==> config.mk <==
export PLATFORM = sky130hd
export DESIGN_NAME = hdmi_timing_gen
export DESIGN_NICKNAME = d
export VERILOG_FILES = /design/src/rtl/hdmi_timing_gen.sv
export SDC_FILE = /design/constraint.sdc
export NUM_CORES = 1
export LEC_CHECK = 0
export BUFFER_PORTS_ARGS = -buffer_cell sky130_fd_sc_hd__buf_2
export CAP_MARGIN = 20
export CORE_UTILIZATION = 35
export DETAILED_ROUTE_END_ITERATION = 16
export PLACE_DENSITY = 0.59
export SYNTH_ARGS = -nofsm -noshare
export SYNTH_HDL_FRONTEND = slang
export SYNTH_SLANG_ARGS = --single-unit
==> constraint.sdc <==
create_clock -name clk -period 2.6 [get_ports clk]
set_input_delay 0.26 -clock clk [delete_from_list [all_inputs] [get_ports clk]]
set_output_delay 0.26 -clock clk [all_outputs]
set_load 0.02 [all_outputs]
==> src/rtl/hdmi_timing_gen.sv <==
// Raster timing generator and pixel-pull stage for the HDMI transmitter's parallel RGB bus.
// Optional colour-bar source is compiled in with HDMI_TIMING_GEN_PATTERN_EN.
module hdmi_timing_gen #(
  parameter int   H_ACTIVE = 1024,
  parameter int   H_FP     = 24,
  parameter int   H_SYNC   = 136,
  parameter int   H_BP     = 160,
  parameter int   V_ACTIVE = 768,
  parameter int   V_FP     = 3,
  parameter int   V_SYNC   = 6,
  parameter int   V_BP     = 29,
  parameter logic HS_POL   = 1'b0,
  parameter logic VS_POL   = 1'b0
) (
  input  logic        clk,
  input  logic        rst,
  input  logic        enable,
  input  logic        pat_en,
  input  logic [23:0] pix_data,
  input  logic        pix_valid,
  output logic        pix_ready,
  input  logic        ufl_clear,
  output logic [23:0] vid_data,
  output logic        vid_de,
  output logic        vid_hs,
  output logic        vid_vs,
  output logic        frame_start,
  output logic        underflow,
  output logic [15:0] underflow_cnt,
  output logic        busy
);
  localparam int H_TOTAL = H_ACTIVE + H_FP + H_SYNC + H_BP;
  localparam int V_TOTAL = V_ACTIVE + V_FP + V_SYNC + V_BP;
  localparam int HW = $clog2(H_TOTAL);
  localparam int VW = $clog2(V_TOTAL);

  localparam logic [1:0] ST_IDLE  = 2'd0;
  localparam logic [1:0] ST_RUN   = 2'd1;
  localparam logic [1:0] ST_DRAIN = 2'd2;

  logic [1:0]    r_state, w_state_next;
  logic [HW-1:0] r_h_cnt;
  logic [VW-1:0] r_v_cnt;
  logic          w_running, w_h_last, w_v_last, w_frame_last;
  logic          w_active, w_hs_win, w_vs_win, w_pat_active, w_ufl;
  logic [23:0]   w_bar_rgb;

  logic [23:0]   r_vid_data;
  logic          r_vid_de, r_vid_hs, r_vid_vs, r_frame_start, r_underflow, r_busy;
  logic [15:0]   r_ufl_cnt;

  assign w_running    = (r_state == ST_RUN) || (r_state == ST_DRAIN);
  assign w_h_last     = (r_h_cnt == HW'(H_TOTAL - 1));
  assign w_v_last     = (r_v_cnt == VW'(V_TOTAL - 1));
  assign w_frame_last = w_h_last && w_v_last;
  assign w_active     = w_running && (r_h_cnt < HW'(H_ACTIVE)) && (r_v_cnt < VW'(V_ACTIVE));
  assign w_hs_win     = (r_h_cnt >= HW'(H_ACTIVE + H_FP)) && (r_h_cnt < HW'(H_ACTIVE + H_FP + H_SYNC));
  assign w_vs_win     = (r_v_cnt >= VW'(V_ACTIVE + V_FP)) && (r_v_cnt < VW'(V_ACTIVE + V_FP + V_SYNC));
  assign pix_ready    = w_active && !w_pat_active;
  assign w_ufl        = pix_ready && !pix_valid;

  always_comb begin
    w_state_next = r_state;
    case (r_state)
      ST_IDLE:  if (enable) w_state_next = ST_RUN;
      ST_RUN:   if (!enable) w_state_next = ST_DRAIN;
      ST_DRAIN: begin
        if (enable)            w_state_next = ST_RUN;
        else if (w_frame_last) w_state_next = ST_IDLE;
      end
      default:  w_state_next = ST_IDLE;
    endcase
  end

  always_ff @(posedge clk or posedge rst) begin
    if (rst) begin
      r_state <= ST_IDLE;
      r_busy  <= 1'b0;
    end else begin
      r_state <= w_state_next;
      r_busy  <= (w_state_next != ST_IDLE);
    end
  end

  // Leaving DRAIN happens on the last pixel, so the natural wrap already lands on (0,0).
  always_ff @(posedge clk or posedge rst) begin
    if (rst) begin
      r_h_cnt <= '0;
      r_v_cnt <= '0;
    end else if (!w_running) begin
      r_h_cnt <= '0;
      r_v_cnt <= '0;
    end else if (w_h_last) begin
      r_h_cnt <= '0;
      r_v_cnt <= w_v_last ? '0 : r_v_cnt + 1'b1;
    end else begin
      r_h_cnt <= r_h_cnt + 1'b1;
    end
  end

`ifdef HDMI_TIMING_GEN_PATTERN_EN
  localparam int BAR_W = H_ACTIVE / 8;
  logic       r_pat_active;
  logic [2:0] w_bar_idx;

  // pat_en is latched only where a frame begins, so a frame is never mixed.
  always_ff @(posedge clk or posedge rst) begin
    if (rst)
      r_pat_active <= 1'b0;
    else if ((r_state == ST_IDLE && enable) || (w_running && w_frame_last))
      r_pat_active <= pat_en;
  end

  always_comb begin
    w_bar_idx = 3'd0;
    for (int i = 1; i < 8; i++)
      if (r_h_cnt >= HW'(i * BAR_W)) w_bar_idx = 3'(i);
  end

  always_comb begin
    case (w_bar_idx)
      3'd0:    w_bar_rgb = 24'hFFFFFF;
      3'd1:    w_bar_rgb = 24'hFFFF00;
      3'd2:    w_bar_rgb = 24'h00FFFF;
      3'd3:    w_bar_rgb = 24'h00FF00;
      3'd4:    w_bar_rgb = 24'hFF00FF;
      3'd5:    w_bar_rgb = 24'hFF0000;
      3'd6:    w_bar_rgb = 24'h0000FF;
      default: w_bar_rgb = 24'h000000;
    endcase
  end

  assign w_pat_active = r_pat_active;
`else
  logic w_pat_en_unused;
  assign w_pat_en_unused = pat_en;
  assign w_pat_active    = 1'b0;
  assign w_bar_rgb       = 24'h000000;
`endif

  always_ff @(posedge clk or posedge rst) begin
    if (rst) begin
      r_vid_data    <= 24'h000000;
      r_vid_de      <= 1'b0;
      r_vid_hs      <= ~HS_POL;
      r_vid_vs      <= ~VS_POL;
      r_frame_start <= 1'b0;
      r_underflow   <= 1'b0;
      r_ufl_cnt     <= 16'h0000;
    end else begin
      r_vid_de      <= w_active;
      r_vid_data    <= !w_active   ? 24'h000000 :
                       w_pat_active ? w_bar_rgb  :
                       pix_valid    ? pix_data   : 24'h000000;
      r_vid_hs      <= (w_running && w_hs_win) ? HS_POL : ~HS_POL;
      r_vid_vs      <= (w_running && w_vs_win) ? VS_POL : ~VS_POL;
      r_frame_start <= w_running && (r_h_cnt == '0) && (r_v_cnt == '0);
      r_underflow   <= w_ufl;
      if (ufl_clear)
        r_ufl_cnt <= {15'd0, w_ufl};
      else if (w_ufl && (r_ufl_cnt != 16'hFFFF))
        r_ufl_cnt <= r_ufl_cnt + 16'd1;
    end
  end

  assign vid_data      = r_vid_data;
  assign vid_de        = r_vid_de;
  assign vid_hs        = r_vid_hs;
  assign vid_vs        = r_vid_vs;
  assign frame_start   = r_frame_start;
  assign underflow     = r_underflow;
  assign underflow_cnt = r_ufl_cnt;
  assign busy          = r_busy;
endmodule

# Word level (Yosys, flattened, before mapping)
# Cells that the tools add are included.
# op_classes
add_sub_neg	3
n_lt_le_gt_ge	6
eq_ne	6
n_mux	16
reduce_logical	18
# ops
operator	n
$mux 24	2
$mux 16	2
$mux 10	3
$lt 11x11->1 const B	2
$mux 11	2
$lt 10x10->1 const B	2
$add 16x1->16 const B	1
$ne 16x16->1 const B	1
$add 11x1->11 const B	1
$eq 11x11->1 const B	1
$ge 11x11->1 const B	1
$logic_and 1x1->1	11
$logic_not 11->1	1
$add 10x1->10 const B	1
$eq 10x10->1 const B	1
$ge 10x10->1 const B	1
$logic_not 10->1	1
$mux 2	4
$pmux 2 s3	1
$reduce_bool 2->1	2
$eq 2x1->1 const B	1
$eq 2x2->1 const B	1
$logic_not 2->1	1
$mux 1	2
other kinds (3)	3
# word_totals
register_bits	69
out_inout_bits	47
word_cells	60

# Depth between registers and ports, before layout
# Gate-level depths: netlist of the first run.
# depth
word_depth	8
depth_mapped	8
depth_no_buf	7

# Worst setup path after synthesis of the first run
# OpenSTA, ideal clock, no wires.
# synth_timing
kind	register -> register
start	reg r_state[0]
end	reg r_ufl_cnt[14], in the netlist underflow_cnt[14]
arrival_ps	2002
required_time_ps	2475
path_slack_ps	473
stages_incl_launch_ff	8
path_buffers	1
synth_period_minus_slack_ps	2127
path_cell_list	dfrtp_1 -> inv_1 -> ha_1 -> nand2b_1 -> or4_4 -> buf_2 -> nor3_1 -> mux2_2
# synth_via
elab_chain_cells	7
elab_cells_between_ends	8
cone_classes	eq/ne: 2; reduce/logical: 6
# synth_lines
item	line_no	text
from (decl)	41	logic [1:0] r_state, w_state_next;
from (signal assigned)	80	r_state <= w_state_next;
$eq 2x1->1 or $eq 2x2->1 (tied branches)	52	assign w_running = (r_state == ST_RUN) || (r_state == ST_DRAIN);
$logic_or 1x1->1 *	52	
$logic_and 1x1->1 * (2 in a row)	56	assign w_active = w_running && (r_h_cnt < HW'(H_ACTIVE)) && (r_v_cnt < VW'(V_ACTIVE));
$logic_and 1x1->1 *	60	assign w_ufl = pix_ready && !pix_valid;
$logic_and 1x1->1 *	161	else if (w_ufl && (r_ufl_cnt != 16'hFFFF))
$reduce_bool 2->1 (no line) *	-	
to (signal assigned)	160	r_ufl_cnt <= {15'd0, w_ufl};
to (signal assigned)	162	r_ufl_cnt <= r_ufl_cnt + 16'd1;
to (decl)	50	logic [15:0] r_ufl_cnt;
# Every way passes the cells marked *; elsewhere a longest branch is shown, timed or not.
# A chain may end at the register's enable or synchronous reset.

# Final worst setup path of the first run
# layout_timing
start	reg r_state[0]
end	reg r_ufl_cnt[13], in the netlist underflow_cnt[13]
# The elaborated chain is that of the path after synthesis.

==> out/qor.csv, run 1 <==
metric;value;unit
critical path endpoint;underflow_cnt[13]$_DFFE_PP0P_;
yosys warns;0;
max-cap viol count;0;
sequential cell area;0.00173;mm²
EDFF count, synth;0;
Syn-to-layout area delta;22.7;%
Port Buffers;75;
number of detailed-route iterations in the first pass;4;
Slew @ Worst Pin;0.671;ns
Cells after Synth;324;
Worst Setup SP;r_state[0]$_DFF_PP0_;
switch share;35.9;%
routability cong.;0.822;
Achievable Freq;0.453;GHz
Tcrit/Tclk final;85.0;%
DR vias;2811;
XOR/XNOR Fraction of Synth Area;2.37;%
FF-to-FF End;underflow_cnt[13]$_DFFE_PP0P_;
Pint;2160;µW
outcome;finished, final reports clean;
CTS tree;yes;
initial cell density of the core;36.0;%
Worst R2R Setup Slack;0.39;ns
NumNets Final;442;
Slew Limit Fails;0;
htree depth;3;
net switching power;1210;µW
Max stage delay on crit path;0.59;ns
RSZ-0062 raised after global routing;no;
Final Skew;0.0123;ns
CP Launch Type;flip-flop;
Netlist cell types;49;
Mean Syn Cell Area;10.3;µm²
Synth Area in Compound Gates;12.2;%
root buffer cell;clkbuf_8;
post-route ant nets;0;
slowest stage cell, crit path;or4_4;
Post-Route WL;7640;µm
Worst Path Buf+Inv;1;
register area share after synthesis;51.9;%
Leak;0.00198;µW
mapped cell area;0.00333;mm²
I/O pins;77;
number of vias per cell;5.26;
TritonCTS Sinks;69;
grt total ovfl;0;
die height;99.5;µm
Post-synth ARST share;100;%
DRC errors left;0;
proportion of layout cells with a drive suffix above 1;26.7;%
VDD IR max;0.254;mV
Critical Path Fanout Max;12;
combinational group share of total power;32.8;%
PD cells;825;mW/mm²
synthesized flop and latch total;69;
Post-Synth Simple-Gate Area;25.0;%
clock share of power;28.3;%
clock-pin slew on the worst setup and hold paths;0.08;ns
final worst slack;0.390;ns
first-pass GRT wire length;12600;µm
Core Footprint;0.00924;mm²
pin count of the biggest net entering global routing;40;
count of final setup violators;0;
Die X;99.5;µm
post-cts hold buffer count;0;
CP delay by family, top;simple AND/OR/NAND/NOR gates;
WP depth;6;
Worst R2R Start;r_state[0]$_DFF_PP0_;
Skew-Pair Late Insertion Delay;0.35;ns
Diodes inserted;0;
post-synthesis adder-cell area fraction;4.13;%
multi-input logic area;0.00148;mm²
Die Footprint;0.00991;mm²
Clock Path Buffers;2;
fin crit period;2.21;ns
Post-CTS Resized;0;
CTS buffer count;9;
crit-path cells;inv_1, ha_1, nand2b_1, or4_4, or4_1, a21oi_1;
mux cell area share after synthesis;0.676;%
hpwl dp;5260;µm
CP arrival;2.48;ns
post-synth net total;365;
pre-CTS setup slack;0.383;ns
# fillers;893;
Critical Path RT;2.87;ns
register share of total power;38.9;%
Main synth FF type;dfrtp_1;
Hold Path Class;input port to async pin;
vias in the first global route;2683;
setup TNS;0;ns
Hold Fails Final Rpt;0;
initial antenna violation count;0;
R2R depth;6;
largest family of logic cells by synthesized area;simple AND/OR/NAND/NOR gates;
Slew headroom;55.2;%
num rows;35;
Crit Path Class;flip-flop to flip-flop;
routed wire length per instance;14.3;µm
Setup Buffers After CTS;0;
Critical Path End Type;flip-flop;
GRT Resource Usage Total;16.1;%
DR iter-0 viols;101;
worst min-delay path by stage:
stage | to | slack [ns] | depth (start not counted)
CTS | r_h_cnt[6]$_DFF_PP0_ | 0.03 | 2
floorplan | vid_data[0]$_DFF_PP0_ | 0.41 | 1
detailed placement | r_v_cnt[3]$_DFFE_PP0P_ | 0.41 | 2
global route | r_h_cnt[6]$_DFF_PP0_ | 0.06 | 2
global placement | r_v_cnt[4]$_DFFE_PP0P_ | 0.42 | 2
finish | r_h_cnt[6]$_DFF_PP0_ | 0.01 | 2
layout make-up:
cell class	count	share of cell area (%)
Multi-Input combinational cell	223	36.2
Tap cell	129	3.95
Sequential cell	69	42.3
Clock buffer	9	3.03
Timing Repair Buffer	83	11.0
Inverter	15	1.38
Clock inverter	6	2.18
power by group through the flow:
stage          Clock [µW]  Sequential (µW)  Combinational (µW)
2_1_floorplan           0             1500                 529
3_3_place_gp            0             1330                1110
3_5_place_dp            0             1330                1110
4_1_cts               991             1310                1120
5_1_grt              1040             1330                1220
6_report              955             1310                1110
cells by family after synthesis:
group	Yosys count
AND/OR/NAND/NOR	140
flip-flops	69
AO/OA/AOI/OAI	61
buffers and inverters	32
adder cells (fa/ha/maj)	11
XOR/XNOR	9
multiplexers	2
stage by stage:
| step | cells | instance area (µm²) | hold WS [ns] | total power [µW] | util, % |
|---|---|---|---|---|---|
| after CTS | 534 | 4080 | 0.0291 | 3420 | 44.2 |
| after global routing | 534 | 4080 | 0.0577 | 3580 | 44.2 |
| final | 534 | 4080 | 0.0114 | 3370 | 44.2 |
| after floorplan | 324 | 3330 | 0.413 | 2030 | - |
| after global placement | 519 | 3870 | 0.416 | 2440 | 41.9 |
| after detailed placement | 519 | 3870 | 0.415 | 2450 | 41.9 |
cells in the final DEF, fill, tap and decap left out, types with 11 or more instances in the layout:
cell type,n
ha_1,11
nor2_1,20
a21oi_1,15
nand3_1,12
or4_1,12
nand2_1,12
o21ai_0,12
dfrtp_1,67
inv_1,14
o31ai_1,13
buf_2,75
and3_1,31
nand4_1,13
flip-flops by register name, summed over array words and instances, names as in the netlist:
register / count
vid_data: 24
underflow_cnt: 16
r_h_cnt: 11
r_v_cnt: 10
r_state: 2
busy: 1
frame_start: 1
underflow: 1
vid_de: 1
vid_hs: 1
vid_vs: 1
routing by layer:
| metal | part of all wire [%] | track usage [%] | wire, µm | up-vias |
|---|---|---|---|---|
| met2 | 47 | 25.5 | 3580 | 79 |
| met1 | 47 | 20.6 | 3570 | 1368 |
| met5 | 0 | 0 | 0 | - |
| met3 | 5.1 | 4.64 | 392 | 12 |
| met4 | 1.3 | 6.90 | 99 | 0 |
| li1 | - | - | - | 1352 |
Yosys cell counts (6+ instances only):
library cell | n | area share [%]
dfrtp_1 | 67 | 50
and3_1 | 31 | 5.8
nor2_1 | 20 | 2.3
a21oi_1 | 15 | 2.3
inv_1 | 15 | 1.7
clkbuf_1 | 14 | 1.6
nand4_1 | 13 | 2.4
o31ai_1 | 13 | 2.9
nand2_1 | 12 | 1.4
nand3_1 | 12 | 1.8
o21ai_0 | 12 | 1.8
or4_1 | 12 | 2.7
ha_1 | 11 | 4.1
or3_1 | 9 | 1.7
nor2b_1 | 6 | 1.1
(Power assumes the default switching activity.)
==> inputs of run 2 (changes only) <==
Settings changed: ABC_AREA set to 1.
Clock period 2.6 ns to 2.32 ns, I/O delays scaled along.
==> run 2 against run 1 <==
  * Final cell count rose by 18%
  * Die area up 3.5%
  * Critical path depth stayed put
  * Sequential share of layout area is 0.95 points lower
  * Clock power grew 1%
  * Routed wire length grew 2.9%
  * Flip-flop and latch count unchanged
  * Non-clock buffer count shrank 3
  * Synthesized area increased by 3.5%
  * Register-to-register slack about the same
  * Global-route usage increased by 0.53 points
  * Synthesized cell count up 28%
  * Critical endpoint is now pix_ready
  * Largest cell class unchanged
  * Largest power group is now combinational logic
==> out/qor.csv, run 2 <==
metric;value;unit;change
most frequent cells after synthesis;82 x nand2_1, 69 x nor2_1, 67 x dfrtp_1;;was 67 x dfrtp_1, 31 x and3_1, 20 x nor2_1
final instance area;0.00418;mm²;was 0.00408 mm²
CTS buffer count;9;;unchanged
switch share;40.7;%;was 35.9%
Setup Buffers After CTS;0;;unchanged
grt total ovfl;0;;unchanged
I/O pins;77;;unchanged
register share of total power;37.5;%;was 38.9%
yosys warns;0;;unchanged
GRT Resource Usage Total;16.6;%;was 16.1%
Hold Fails Final Rpt;0;;unchanged
synthesized flop and latch total;69;;unchanged
number of vias per cell;4.66;;was 5.26
Slew headroom;63.3;%;was 55.2%
PD cells;952;mW/mm²;was 825 mW/mm²
fin crit period;2.18;ns;
initial cell density of the core;36.8;%;was 36.0%
max-cap viol count;0;;unchanged
Slew @ Worst Pin;0.549;ns;was 0.671 ns
Port Buffers;75;;unchanged
Tcrit/Tclk final;94.0;%;
Netlist cell types;32;;was 49
outcome;finished, final reports clean;;unchanged
pre-CTS setup slack;0.402;ns;was 0.383 ns
TritonCTS Sinks;69;;unchanged
num rows;35;;unchanged
hold_sp;pix_data[12];;
Leak;0.00212;µW;was 0.00198 µW
share of the synthesized area in the top cell type;48.6;%;was 50.4%
Slew Limit Fails;0;;unchanged
clock share of power;24.3;%;was 28.3%
Die Footprint;0.0102;mm²;was 0.00991 mm²
Clock Path Buffers;2;;unchanged
count of final setup violators;0;;unchanged
Crit Path Class;flip-flop to output pin;;was flip-flop to flip-flop
Synth area leaders;dfrtp_1 49%, nand2_1 8.9%, nor2_1 7.5%;;was dfrtp_1 50%, and3_1 5.8%, ha_1 4.1%
Pint;2360;µW;was 2160 µW
register area share after synthesis;50.2;%;was 51.9%
Core Footprint;0.00937;mm²;was 0.00924 mm²
Die X;101;µm;was 99.5 µm
Non-Filler Instances;631;;was 534
htree depth;3;;unchanged
Diodes inserted;0;;unchanged
proportion of layout cells with a drive suffix above 1;23.5;%;was 26.7%
pin count of the biggest net entering global routing;32;;was 40
area leader, netlist;dfrtp_1;;unchanged
slowest stage cell, crit path;ha_1;;was or4_4
routability cong.;0.886;;was 0.822
Worst Setup SP;r_state[0]$_DFF_PP0_;;unchanged
Hold Path Class;input port to flip-flop;;was input port to async pin
max reg flops;24;;unchanged
DR vias;2941;;was 2811
initial antenna violation count;0;;unchanged
CTS tree;yes;;unchanged
hpwl dp;5750;µm;was 5260 µm
root buffer cell;clkbuf_8;;unchanged
number of detailed-route iterations in the first pass;4;;unchanged
Critical Path RT;2.09;ns;was 2.87 ns
post-placement cell count;614;;was 519
setup TNS;0;ns;unchanged
count leader, synth;nand2_1;;was dfrtp_1
Critical Path Fanout Max;25;;was 12
Cells after Synth;415;;was 324
most frequent cells in the layout;82 x nand2_1, 75 x buf_2, 69 x nor2_1;;was 75 x buf_2, 67 x dfrtp_1, 31 x and3_1
net switching power;1620;µW;was 1210 µW
Mean Syn Cell Area;8.31;µm²;was 10.3 µm²
final worst slack;0.138;ns;was 0.390 ns
Syn-to-layout area delta;21.2;%;was 22.7%
mapped cell area;0.00345;mm²;was 0.00333 mm²
NumNets Final;538;;was 442
DRC errors left;0;;unchanged
cell mode on critical path;inv_1;;
combinational group share of total power;38.2;%;was 32.8%
routed wire length per instance;12.5;µm;was 14.3 µm
CP Launch Type;flip-flop;;unchanged
CP arrival;1.95;ns;was 2.48 ns
DP Area;0.00398;mm²;was 0.00387 mm²
Achievable Freq;0.458;GHz;
Post-synth ARST share;100;%;unchanged
post-synth net total;456;;was 365
Post-Route WL;7860;µm;was 7640 µm
Final Skew;0.00551;ns;was 0.0123 ns
DR iter-0 viols;123;;was 101
# fillers;958;;was 893
Max stage delay on crit path;0.45;ns;was 0.59 ns
post-route ant nets;0;;unchanged
RSZ-0062 raised after global routing;no;;unchanged
most common cell after layout, fill and taps aside;nand2_1;;was buf_2
EDFF count, synth;0;;unchanged
VDD IR max;0.760;mV;was 0.254 mV
Critical Path End Type;output pin;;was flip-flop
Post-CTS Resized;0;;unchanged
Skew-Pair Late Insertion Delay;0.34;ns;was 0.35 ns
die height;101;µm;was 99.5 µm
Worst R2R Start;r_state[1]$_DFF_PP0_;;was r_state[0]$_DFF_PP0_
clock-pin slew on the worst setup and hold paths;0.07;ns;was 0.08 ns
Main synth FF type;dfrtp_1;;unchanged
first-pass GRT wire length;13300;µm;was 12600 µm
crit-path cells;inv_1, ha_1, nand3_4, buf_4, inv_1, buf_2;;was inv_1, ha_1, nand2b_1, or4_4, or4_1, a21oi_1
vias in the first global route;2844;;was 2683
==> run 2: cell types whose count changed after synthesis, moves of 5 or more <==
cell      previous run  this run
inv_1               15        54
and3_1              31         0
nor2b_1              6         0
or3_1                9         0
o31ai_1             13         0
nand3_1             12        28
nand2_1             12        82
nor3_1               5        17
clkbuf_1            14         4
o21ai_2              0         9
nor2_1              20        69
o211ai_1             5         0
or4_1               12         0
==> run 2: critical path, delay by kind of cell, from the launching register on <==
family,cells,cell delay [ns]
buf+inv,4,0.61
fa+ha+maj,1,0.45
flops,1,0.38
simple gates,1,0.15
==> run 2: cells by family (layout without fill, tap and decap cells) <==
group | count (synthesis) | after routing | synth area share (%)
buf+inv | 64 | 151 | 7.44
xor+xnor | 7 | 7 | 1.78
simple gates | 222 | 222 | 28.9
compound gates | 42 | 42 | 7.77
flops | 69 | 69 | 50.2
fa+ha+maj | 11 | 11 | 3.99
==> run 2: power by group through the flow <==
stage	clock network (µW)	registers (µW)	logic (µW)
floorplan	0	1700	891
global placement	0	1500	1500
detailed placement	0	1510	1530
CTS	993	1490	1530
global route	1050	1510	1700
finish	967	1490	1520
==> run 2: per-stage QoR <==
stage          hold WS, ns  power, µW  util (%)
6_report             0.106       3980      44.6
5_1_grt             0.0917       4260      44.6
4_1_cts             0.0935       4020      44.6
3_5_place_dp         0.290       3040      42.4
3_3_place_gp         0.295       3010      42.4
2_1_floorplan        0.354       2600         -
==> run 2: final cells by class <==
cell class | instances | area [µm²] | area share, %
Tap cell | 129 | 161 | 3.86
Inverter | 55 | 206 | 4.94
Clock buffer | 11 | 141 | 3.38
Clock inverter | 5 | 50.0 | 1.20
Multi-Input combinational cell | 282 | 1460 | 35.0
Timing Repair Buffer | 80 | 428 | 10.2
Sequential cell | 69 | 1730 | 41.4
==> run 2: final timing paths <==
kind / to / slack [ns] / cells after the start
worst max-delay path: pix_ready / 0.14 / 6
worst min-delay path: vid_data[12]$_DFF_PP0_ / 0.11 / 3
worst max register to register: underflow_cnt[10]$_DFFE_PP0P_ / 0.40 / 9
worst min register to register: r_h_cnt[0]$_DFF_PP0_ / 0.51 / 1
max in group asynchronous: vid_data[13]$_DFF_PP0_ / 1.22 / 4
min in group asynchronous: underflow_cnt[12]$_DFFE_PP0P_ / 0.47 / 3
==> run 2: per-layer routing <==
metal	routed length [µm]	vias to the layer above	track usage, %
li1	-	1493	-
met1	3630	1360	21.5
met2	3770	73	26.9
met3	334	15	4.28
met4	127	0	6.02
met5	0	-	0
==> run 2: repair_timing <==
action / CTS / global route
endpoints found under the setup margin: 0 / 0
hold endpoints to repair: 19 / 0
hold buffers: 1 / 0
==> inputs of run 3 (changes only) <==
--- a/config.mk
+++ b/config.mk
@@ -9,4 +9,5 @@
 export BUFFER_PORTS_ARGS = -buffer_cell sky130_fd_sc_hd__buf_2
 export CAP_MARGIN = 20
+export CORE_MARGIN = 2
 export CORE_UTILIZATION = 35
 export DETAILED_ROUTE_END_ITERATION = 16
==> constraint.sdc (replaced) <==
create_clock -name clk -period 2.32 [get_ports clk]
set_input_delay 0.116 -clock clk [delete_from_list [all_inputs] [get_ports clk]]
set_output_delay 0.116 -clock clk [all_outputs]
set_load 0.02 [all_outputs]
==> run 3 against run 2 <==
  * Final area is 6.5% higher
  * Global-route usage is 0.82 points lower
  * Clock power is 17% higher
  * Critical path depth stayed put
  * Non-clock buffer count is 23 higher
  * Setup slack better by 0.10 ns
  * Count of clock-buffer cells in the layout is 2 lower
  * Via count is 5.1% higher
  * Clock skew is 0.0052 ns higher
  * Critical endpoint unchanged
==> out/qor.csv, run 3 (synthesis results as in run 2) <==
metric;value;unit;change
outcome;finished, final reports clean;;unchanged
VDD IR max;0.651;mV;was 0.760 mV
final core occ;46.0;%;was 44.6%
TritonCTS Sinks;69;;unchanged
Critical Path Fanout Max;25;;unchanged
htree depth;3;;unchanged
Post-CTS Resized;0;;unchanged
Syn-to-layout area delta;29.1;%;was 21.2%
max-cap viol count;0;;unchanged
RSZ-0062 raised after global routing;no;;unchanged
Hold Fails Final Rpt;0;;unchanged
CP arrival;1.96;ns;was 1.95 ns
fin crit period;2.08;ns;was 2.18 ns
DRC errors left;0;;unchanged
routability cong.;0.846;;was 0.886
slowest stage cell, crit path;ha_1;;unchanged
Core Footprint;0.00968;mm²;was 0.00937 mm²
die height;103;µm;was 101 µm
clock-pin slew on the worst setup and hold paths;0.08;ns;was 0.07 ns
clock share of power;27.3;%;was 24.3%
proportion of layout cells with a drive suffix above 1;22.5;%;was 23.5%
DR iter-0 viols;136;;was 123
Max stage delay on crit path;0.45;ns;about the same
Crit Path Class;flip-flop to output pin;;unchanged
crit-path cells;inv_1, ha_1, nand3_4, buf_4, inv_1, buf_2;;unchanged
CTS tree;yes;;unchanged
Diodes inserted;0;;unchanged
CP Launch Type;flip-flop;;unchanged
most frequent cells in the layout;82 x nand2_1, 75 x buf_2, 69 x nor2_1;;unchanged
Leak;0.00222;µW;was 0.00212 µW
register share of total power;35.7;%;was 37.5%
Critical Path End Type;output pin;;unchanged
Port Buffers;75;;unchanged
most common cell after layout, fill and taps aside;nand2_1;;unchanged
combinational group share of total power;36.9;%;was 38.2%
Post-Route WL;8130;µm;was 7860 µm
worst hold slack;0.0920;ns;was 0.106 ns
count of final setup violators;0;;unchanged
cell mode on critical path;inv_1;;unchanged
initial antenna violation count;0;;unchanged
post-placement cell count;617;;was 614
net switching power;1670;µW;was 1620 µW
Skew-Pair Late Insertion Delay;0.36;ns;was 0.34 ns
Critical Path RT;2.20;ns;was 2.09 ns
pin count of the biggest net entering global routing;39;;was 32
number of vias per cell;4.70;;was 4.66
Setup Buffers After CTS;0;;unchanged
PD cells;933;mW/mm²;was 952 mW/mm²
NumNets Final;561;;was 538
Slew Limit Fails;0;;unchanged
Slew @ Worst Pin;0.679;ns;was 0.549 ns
number of detailed-route iterations in the first pass;4;;unchanged
Slew headroom;54.7;%;was 63.3%
DR vias;3091;;was 2941
first-pass GRT wire length;13100;µm;was 13300 µm
# fillers;961;;was 958
Worst R2R Setup Slack;0.42;ns;was 0.40 ns
Pint;2490;µW;was 2360 µW
I/O pins;77;;unchanged
Tot Pwr;4150;µW;was 3980 µW
GRT Resource Usage Total;15.8;%;was 16.6%
max reg flops;24;;unchanged
num rows;36;;was 35
routed wire length per instance;12.3;µm;was 12.5 µm
post-cts hold buffer count;25;;was 1
Final Skew;0.0107;ns;was 0.00551 ns
vias in the first global route;2921;;was 2844
Die X;103;µm;was 101 µm
Hold Path Class;input port to flip-flop;;unchanged
post-route ant nets;0;;unchanged
root buffer cell;clkbuf_8;;unchanged
Clock Path Buffers;2;;unchanged
initial cell density of the core;35.6;%;was 36.8%
Non-Filler Instances;658;;was 631
setup TNS;0;ns;unchanged
hpwl dp;5780;µm;was 5750 µm
switch share;40.1;%;was 40.7%
Achievable Freq;0.481;GHz;was 0.458 GHz
CTS buffer count;9;;unchanged
grt total ovfl;0;;unchanged
Die Footprint;0.0107;mm²;was 0.0102 mm²
Tcrit/Tclk final;89.6;%;was 94.0%
==> run 3: cell types whose count changed in the layout (fill, tap and decap cells not counted), sizes merged <==
cell	before	now
clkbuf	11	9
dlygate4sd3	1	25
bufinv	1	2
buf	79	78
clkinvlp	0	1
clkinv	4	0
inv	55	59
==> run 3: final timing paths <==
kind,cells after the start,from,to
setup / recovery,6,r_state[0]$_DFF_PP0_,pix_ready
max in group asynchronous,4,rst,vid_hs$_DFF_PP1_
setup reg to reg,9,r_state[0]$_DFF_PP0_,underflow_cnt[10]$_DFFE_PP0P_
min in group asynchronous,3,rst,underflow_cnt[10]$_DFFE_PP0P_
hold / removal,4,enable,r_state[1]$_DFF_PP0_
hold reg to reg,1,r_h_cnt[0]$_DFF_PP0_,r_h_cnt[0]$_DFF_PP0_
==> run 3: layout make-up <==
type                            instances  area, µm²  share of cell area [%]
Sequential cell                        69       1730                    38.9
Inverter                               55        206                    4.64
Tap cell                              133        166                    3.74
Clock buffer                            9        124                    2.78
Multi-Input combinational cell        282       1460                    32.8
Timing Repair Buffer                  103        661                    14.8
Clock inverter                          7        103                    2.31
==> run 3: routing by layer <==
layer | GRT usage [%] | vias up | part of all wire (%)
met2 | 25.4 | 79 | 48
met3 | 3.90 | 17 | 4.7
li1 | - | 1538 | -
met5 | 0 | - | 0
met1 | 19.8 | 1457 | 44
met4 | 8.10 | 0 | 2.7
==> run 3: power by group through the flow <==
stage	clock network [µW]	registers [µW]	logic, µW
3_5_place_dp	0	1510	1520
4_1_cts	1160	1490	1550
2_1_floorplan	0	1700	891
6_report	1130	1480	1530
5_1_grt	1210	1510	1710
3_3_place_gp	0	1500	1480
==> run 3: critical path, delay by kind of cell (launching register included) <==
kind / cells / cell delay (ns)
adder cells (fa/ha/maj): 1 / 0.45
buffers and inverters: 4 / 0.62
flip-flops: 1 / 0.38
AND/OR/NAND/NOR: 1 / 0.15
==> run 3: per-stage QoR <==
| stage | area, µm² | setup slack [ns] |
|---|---|---|
| 6_report | 4450 | 0.242 |
| 5_1_grt | 4450 | 0.0936 |
| 4_1_cts | 4450 | 0.222 |
| 3_5_place_dp | 3970 | 0.402 |
| 3_3_place_gp | 3970 | 0.442 |
| 2_1_floorplan | 3450 | 0.467 |
